===== src/rtl/clock_ctrl_pkg.sv =====
// Shared types and phase constants for the run/halt/step clock controller.
package clock_ctrl_pkg;

    typedef enum logic [1:0] {
        RUN      = 2'd0,
        STOPPING = 2'd1,
        HALTED   = 2'd2,
        STEP     = 2'd3
    } state_t;

    localparam logic [1:0] PH_LAST  = 2'd2;
    localparam logic [1:0] PH_BOUND = 2'd2;

    function automatic logic [1:0] ph_next(input logic [1:0] p);
        return (p == PH_LAST) ? 2'd0 : p + 2'd1;
    endfunction

endpackage


===== src/rtl/phase_tracker.sv =====
// Mirror of the generator's mod-3 phase counter, boundary strobe and
// sticky lockstep check of internal_clock against the mirror.
module phase_tracker
    import clock_ctrl_pkg::*;
(
    input  logic       clk,
    input  logic       rst,
    input  logic       halt,
    input  logic       internal_clock,
    output logic [1:0] ph,
    output logic       boundary,
    output logic       phase_err
);

    always_ff @(posedge clk) begin
        if (rst) begin
            ph        <= 2'd0;
            phase_err <= 1'b0;
        end else begin
            ph <= ph_next(ph);
            // While running, phase 0 of the mirror must see internal_clock high
            if (!halt && (internal_clock != (ph == 2'd0)))
                phase_err <= 1'b1;
        end
    end

    assign boundary = (ph == PH_BOUND);

endmodule


===== src/rtl/clock_ctrl.sv =====
// Run/halt/single-step controller; moves the generator's halt input only
// on CPU-cycle boundaries and counts the CPU cycles issued.
module clock_ctrl
    import clock_ctrl_pkg::*;
#(
    parameter int STEP_W        = 8,
    parameter int CNT_W         = 32,
    parameter bit START_RUNNING = 1'b1
) (
    input  logic              clk,
    input  logic              rst,
    input  logic              run_req,
    input  logic              halt_req,
    input  logic              step_req,
    input  logic [STEP_W-1:0] step_n,
    input  logic              bp_hit,
    input  logic              hlt_instr,
    input  logic              internal_clock,
    output logic              halt,
    output logic              halted,
    output logic [1:0]        state,
    output logic              step_done,
    output logic [CNT_W-1:0]  cycle_cnt,
    output logic              phase_err
);

    localparam state_t RST_STATE = START_RUNNING ? RUN : STOPPING;

    state_t            state_q, state_d;
    logic              halt_d, done_d;
    logic              p_stop_q, p_step_q, p_run_q;
    logic              p_stop_d, p_step_d, p_run_d;
    logic              stop_eff, step_eff, run_eff;
    logic [STEP_W-1:0] rem_q, rem_d;
    logic [1:0]        ph;
    logic              boundary, at_bound;

    phase_tracker u_phase (
        .clk            (clk),
        .rst            (rst),
        .halt           (halt),
        .internal_clock (internal_clock),
        .ph             (ph),
        .boundary       (boundary),
        .phase_err      (phase_err)
    );

    assign at_bound = boundary && (ph == PH_BOUND);

    // A pulse landing on a boundary edge is serviced at that same edge
    assign stop_eff = p_stop_q | halt_req | bp_hit | hlt_instr;
    assign step_eff = p_step_q | step_req;
    assign run_eff  = p_run_q | run_req;

    always_comb begin
        state_d  = state_q;
        halt_d   = halt;
        done_d   = 1'b0;
        rem_d    = rem_q;
        p_stop_d = stop_eff;
        p_step_d = step_eff;
        p_run_d  = run_eff;
        if (at_bound) begin
            p_stop_d = 1'b0;
            p_step_d = 1'b0;
            p_run_d  = 1'b0;
            unique case (state_q)
                RUN: begin
                    if (stop_eff) begin
                        halt_d  = 1'b1;
                        state_d = HALTED;
                    end
                end
                STOPPING: begin
                    halt_d  = 1'b1;
                    state_d = HALTED;
                end
                HALTED: begin
                    if (step_eff) begin
                        halt_d  = 1'b0;
                        rem_d   = (step_n == '0) ? STEP_W'(1) : step_n;
                        state_d = STEP;
                    end else if (run_eff) begin
                        halt_d  = 1'b0;
                        state_d = RUN;
                    end
                end
                STEP: begin
                    if (stop_eff) begin
                        halt_d  = 1'b1;
                        state_d = HALTED;
                    end else if (rem_q == STEP_W'(1)) begin
                        halt_d  = 1'b1;
                        done_d  = 1'b1;
                        state_d = HALTED;
                    end else begin
                        rem_d = rem_q - STEP_W'(1);
                    end
                end
                default: ;
            endcase
        end
    end

    always_ff @(posedge clk) begin
        if (rst) begin
            state_q   <= RST_STATE;
            halt      <= 1'b0;
            step_done <= 1'b0;
            rem_q     <= '0;
            p_stop_q  <= 1'b0;
            p_step_q  <= 1'b0;
            p_run_q   <= 1'b0;
            cycle_cnt <= '0;
        end else begin
            state_q   <= state_d;
            halt      <= halt_d;
            step_done <= done_d;
            rem_q     <= rem_d;
            p_stop_q  <= p_stop_d;
            p_step_q  <= p_step_d;
            p_run_q   <= p_run_d;
            if (at_bound && !halt)
                cycle_cnt <= cycle_cnt + CNT_W'(1);
        end
    end

    assign state  = state_q;
    assign halted = (state_q == HALTED);

endmodule


===== config.mk =====
export PLATFORM = sky130hd
export DESIGN_NAME = clock_ctrl
export DESIGN_NICKNAME = d
export VERILOG_FILES = /design/src/rtl/clock_ctrl_pkg.sv /design/src/rtl/phase_tracker.sv /design/src/rtl/clock_ctrl.sv
export SDC_FILE = /design/constraint.sdc
export NUM_CORES = 1
export LEC_CHECK = 0
export ABC_AREA = 1
export CAP_MARGIN = 20
export CELL_PAD_IN_SITES_DETAIL_PLACEMENT = 1
export CELL_PAD_IN_SITES_GLOBAL_PLACEMENT = 2
export CORE_UTILIZATION = 25
export DETAILED_ROUTE_END_ITERATION = 10
export PLACE_DENSITY_LB_ADDON = 0.1
export SYNTH_ARGS = -nofsm -noshare
export SYNTH_HDL_FRONTEND = slang
export SYNTH_SLANG_ARGS = --single-unit

===== constraint.sdc =====
create_clock -name clk -period 1.45 [get_ports clk]
set_input_delay 0.2175 -clock clk [delete_from_list [all_inputs] [get_ports clk]]
set_output_delay 0.2175 -clock clk [all_outputs]
set_load 0.005 [all_outputs]

==> impl_metrics.toml, run 1 <==
[outcome]
status = "complete, but fails checks"
failed_checks = "negative setup slack"

[global_routing]
grt_overflow_total = 0
grt_start_max_net_pins = 34
antenna_found_initial = 0
grt_pass1_wl_um = 14930
grt_pass1_vias = 3274
grt_usage_pct = 16.40

[synth]
syn_area_per_cell_um2 = 6.379
yosys.area.top_type = "dfxtp_1"
synth-seq-cells = 50
yosysSeqAreaShare_pct = 35.99
synth_nets = 457
synth_ff_type = "dfxtp_1"
synth_edf_count = 0
yosysTopAreaCellShare_pct = 35.99
syn_inst = 436
yosysWarningCount = 0
synthTopCellsByCount = "nand2_1, nor2_1, dfxtp_1"
netlist_area_um2 = 2781
synthArstFlopShare_pct = 0
synth_most_common_cell = "nand2_1"
netlist-cell-type-count = 30
synth.area.top_cells = "dfxtp_1, nand2_1, nor2_1, inv_1, nand3_1"

[cts]
hold_buffers = 0
h-tree-depth = 2
cts_max_path_buffers = 2
cts_tree = "yes"
clock_latency_ns = 0.32
clock_sinks = 50
cts-buffers-inserted = 5
clkTransAtPathRegs_ns = 0.11
cts-root-buf = "clkbuf_8"

[critical_path]
critPathLaunchType = "flop"
worstSetupEndpointType = "flop"
path_max_fanout = 4
max_stage_delay_ns = 0.34
arrival_ns = 1.76
crit_required_ns = 1.70
cp_slowest_cell = "dfxtp_2"
crit_chain = "inv_2 -> ha_4 -> nand3_4 -> nor2_4 -> buf_6 -> nand2_4 -> nor2_4 -> nand2_2 -> nand2_1 -> nand2_1 -> nor2_1"
path_class = "flop to flop"

[drt]
wl_per_cell_um = 13.10
drt-met1-wl_um = 4169
vias = 3212
wl_met2_um = 4767
drt_wl_total_um = 9286
drt-pass1-iter-count = 4
drc = 0
highest_layer = "met4"
dr.first_iter.drc_count = 67
viasPerCell = 4.530
wl_met3_um = 238
final_antenna_net_count = 0

[place]
dp_hpwl_um = 6684
dp_slack_ns = -0.2836
gp_congestion = 0.7663
port_buffers = 53

[pwr]
power_leakage_nw = 2.174
p_per_area_nw_per_um2 = 639.0
ir_worst_vdd_mv = 0.3991

[sta]
hold_viol = 0
fmax_ghz = 0.6613
skew_ns = 0.01193
tightestPinTransition_ns = 0.2748
period_minus_slack_ns = 1.512
finalSetupViolCount = 15
rsz0062_at_grt = "true"
maxSlewViolCount = 0
slew_headroom_pct = 81.66
setup_ws_ns = -0.06217
fin_crit_sh_pct = 104.3

[hold_path]
hold_class = "flop to flop"

[final_layout]
finish.utilization_pct = 42.11
nets = 589
nFillCells = 1404
n_antenna_cell = 0
drive_gt1_share_pct = 33.92
syn2layout_area_growth_pct = 64.10

[floorplan]
core_area_um2 = 10840
io_pins = 54
initial_core_util_pct = 25.66
fp.dieH_um = 107.5
die_area_um2 = 11550
die_w_um = 107.5
rows = 38

[run]
maxCapViolCount = 0
-- layer usage --
metal	GRT usage [%]	vias to the layer above
met5	0	-
met2	29.35	37
met3	2.603	9
li1	-	1648
met1	20.11	1518
met4	4.599	0
-- worst max-delay path: cells and delay by family (launching register included) --
family / cells / cell delay (ns)
DFF: 1 / 0.34
adders and majority gates: 1 / 0.19
and+or+nand+nor: 8 / 0.71
buffers and inverters: 2 / 0.20
-- sequential cells by signal, indices dropped and copies added (netlist names) --
name	flops
u_phase.phase_err	1
p_stop_q	1
p_run_q	1
p_step_q	1
cycle_cnt	32
u_phase.ph	2
rem_q	8
state	2
step_done	1
halt	1
-- layout by cell type (no fill, tap or decap), types with 2 or more instances in the layout --
master	n
nand3_1	14
o21ai_2	3
clkdlybuf4s50_1	28
nand4_1	14
nand2_1	109
nand2_4	4
nor2_4	11
o21bai_1	3
clkinv_1	2
ha_4	3
buf_12	2
dfxtp_2	21
a21oi_1	17
nand3_2	11
nor2_1	85
buf_4	68
dlygate4sd2_1	14
clkbuf_8	5
inv_2	7
o21ai_1	4
dfxtp_4	18
o21a_1	3
inv_1	45
dfxtp_1	11
nand3_4	6
a21oi_2	3
nor3_1	3
xor2_1	2
dlymetal6s2s_1	11
nand2_2	8
o21ai_0	5
buf_6	6
nor2_2	9
-- cell type report --
cell class              instances  area, um^2  share of cell area [%]
well taps                     140       175.2                   3.838
clock inverters                 3       21.27                  0.4660
repair buffers                129        1159                   25.38
multi-input cells             328        1843                   40.38
clock buffers                   5       68.82                   1.508
flip-flops and latches         50        1095                   23.99
inverters                      54       202.7                   4.441
-- path summary, 6_finish.rpt --
check                                     end  cells past startpoint          start  slack (ns)
worst min-delay path            u_phase.ph[0]                      1  u_phase.ph[0]        0.41
worst max register to register  cycle_cnt[24]                     11  u_phase.ph[0]       -0.06
worst max-delay path            cycle_cnt[24]                     11  u_phase.ph[0]       -0.06
worst min register to register  u_phase.ph[0]                      1  u_phase.ph[0]        0.41
-- stage by stage --
step                std cells  cell area, um^2  power (mW)  setup TNS (ns)  hold slack (ns)
floorplan                 436             2784       1.743               0           0.2936
global placement          670             3821       1.991          -2.406           0.4027
global route              709             4564       3.112          -2.905           0.4269
CTS                       695             4230       2.914         -0.6979           0.4167
finish                    709             4564       2.917         -0.4136           0.4115
detailed placement        670             3821       2.001          -3.463           0.4105
-- cells by family (layout without fill, tap and decap cells) --
logic type,after synthesis,count (layout),synth area share (%)
AND/OR/NAND/NOR,279,280,44.71
XOR/XNOR,3,3,0.9448
AO/OA/AOI/OAI,40,40,7.872
flip-flops,50,50,35.99
buffers and inverters,59,191,8.232
adder cells (fa/ha/maj),5,5,2.249
-- where the power goes --
group / internal [mW] / switching [mW] / leakage, nW
clock: 0.341 / 0.519 / 0.0441
combinational: 0.309 / 0.314 / 1.70
sequential: 1.40 / 0.0327 / 0.429
-- timing repair --
action                     4_1_cts  5_1_grt
pin swaps                       22       36
setup endpoints to repair       67       60
setup buffers                   16       14
cloned                           1        0
gates resized for setup         88       67
Power figures use the tool's default switching activity.
==> inputs of run 2 (changes only) <==
Settings changed: CORE_UTILIZATION 25 to 33, DONT_BUFFER_PORTS from default to 1.
Clock period 1.45 ns to 1.48 ns, I/O delays scaled along.
==> run 2 against run 1 <==
  * The flow finishes with violations (negative hold slack, negative setup slack)
  * Largest power group unchanged
  * Worst hold slack got worse by 0.46 ns
  * Maximum frequency up 2.1%
  * Combinational power down 25%
  * Clock skew up 0.0021 ns
  * Via count down 7.5%
  * Clock power is 18% higher
  * Die area decreased by 24%
==> impl_metrics.toml, run 2 (same netlist as run 1, synthesis figures left out) <==
[drt]
vias = 2972
dr.first_iter.drc_count = 54
drt_wl_total_um = 8829
drt-pass1-iter-count = 4
viasPerCell = 4.856
final_antenna_net_count = 0
drc = 0
wl_per_cell_um = 14.43

[global_routing]
grt_start_max_net_pins = 27
grt_overflow_total = 0
antenna_found_initial = 0
grt_pass1_vias = 2899
grt_pass1_wl_um = 13930
grt_usage_pct = 20.05

[final_layout]
nets = 527
most-common-layout-cells = "nand2_1, nor2_1, buf_4"
reg.largest.list = "cycle_cnt x32, rem_q x8"
nFillCells = 1063
seq_area_um2 = 1010
syn2layout_area_growth_pct = 35.94
regMostFlops = "cycle_cnt"
largest_reg_flops = 32
n_antenna_cell = 0
multi_input_area_um2 = 1760
final_common_cell = "nand2_1"
drive_gt1_share_pct = 28.21

[critical_path]
reg2reg_depth = 9
crit_required_ns = 1.73
worstSetupEndpointType = "flop"
path_class = "flop to flop"
critPathLaunchType = "flop"
path_max_fanout = 5
arrival_ns = 1.73

[cts]
cts-root-buf = "clkbuf_8"
cts_tree = "yes"
clock_latency_ns = 0.32
clock_sinks = 50
cts_max_path_buffers = 2
h-tree-depth = 2
clkTransAtPathRegs_ns = 0.11
cts-buffers-inserted = 5

[sta]
rsz0062_at_grt = "true"
setup_ws_ns = -0.001450
fmax_ghz = 0.6750
hold_slack_ns = -0.04746
slew_headroom_pct = 78.59
skew_ns = 0.01402
maxSlewViolCount = 0
fin_crit_sh_pct = 100.1
period_minus_slack_ns = 1.481
finalSetupViolCount = 1
tightestPinTransition_ns = 0.3209
hold_viol = 11

[place]
gp_congestion = 0.8537
port_buffers = 0
dp_slack_ns = -0.1420
dp_hpwl_um = 6535

[outcome]
failed_checks = "negative hold slack, negative setup slack"
status = "complete, but fails checks"

[pwr]
ir_worst_vdd_mv = 0.3940
p_per_area_nw_per_um2 = 773.5
power_leakage_nw = 1.640
p_total_mw = 2.925

[hold_path]
hold-path-cell-count = 1
hold_class = "input pin to flop"

[floorplan]
fp.dieH_um = 93.81
die_area_um2 = 8799
initial_core_util_pct = 34.02
rows = 33
io_pins = 54
core_area_um2 = 8175
die_w_um = 93.81

[run]
maxCapViolCount = 0
-- run 2: cell count changes in the layout (fill, tap and decap cells not counted), sizes merged, moves of 2 or more --
cell	previous run	this run
dlygate4sd2	14	0
clkdlybuf4s50	28	0
dlymetal6s2s	11	0
clkinvlp	1	3
buf	76	66
clkinv	4	2
-- run 2: critical path, cell delays in order, from the launching register on --
cell and delay, ns:
dfxtp_2 0.34, inv_2 0.07, ha_4 0.17, nand3_2 0.11, nor2_4 0.20, nand3_2 0.12, buf_4 0.17, o21bai_1 0.11
nand2_1 0.06, nor2_1 0.07
-- run 2: cell type report --
| type | instances | area share [%] |
|---|---|---|
| Inverter | 54 | 5.526 |
| Clock buffer | 5 | 1.820 |
| Timing Repair Buffer | 67 | 14.73 |
| Multi-Input combinational cell | 328 | 46.56 |
| Tap cell | 105 | 3.475 |
| Sequential cell | 50 | 26.70 |
| Clock inverter | 3 | 1.191 |
-- run 2: final timing paths --
check | from | endpoint | slack [ns]
max | u_phase.ph[0] | cycle_cnt[14] | -0.001
max reg2reg | u_phase.ph[0] | cycle_cnt[14] | -0.001
min reg2reg | p_step_q | p_step_q | 0.48
min | rst | rem_q[1] | -0.05
-- run 2: through the flow --
step           cell area, um^2  utilization, %  setup TNS [ns]  std cells  hold slack [ns]
5_1_grt                   3781           46.25          -1.991        612         -0.07273
6_report                  3781           46.25       -0.001450        612         -0.04746
3_3_place_gp              3347           40.94         -0.3337        594           0.2969
3_5_place_dp              3347           40.94          -1.220        594           0.2960
2_1_floorplan             2781               -               0        436           0.2981
4_1_cts                   3498           42.79        -0.06104        602         -0.04737
-- run 2: where the power goes --
group | leakage (nW) | internal (mW) | total [mW] | switching [mW]
logic | 1.18 | 0.210 | 0.466 | 0.256
clock network | 0.0504 | 0.504 | 1.01 | 0.509
registers | 0.408 | 1.40 | 1.45 | 0.0437
-- run 2: what timing repair did --
| action | 4_1_cts | 5_1_grt |
|---|---|---|
| pin swaps | 2 | 16 |
| gates resized for setup | 9 | 55 |
| endpoints found under the setup margin | 26 | 37 |
| gates cloned | 0 | 2 |
| hold endpoints to repair | 11 | 11 |
| setup buffers | 0 | 8 |
-- run 2: routing by layer --
metal	vias up	part of all wire, %	global-route usage [%]
met5	-	0	0
li1	1513	-	-
met2	48	50	35.04
met3	9	3.6	4.126
met1	1402	45	25.05
met4	0	1.2	4.744
==> inputs of run 3 (changes only) <==
Settings changed: SLEW_MARGIN from default to 20.
==> results of run 3 <==
The final DEF is identical to that of run 2; final timing and power are the same.
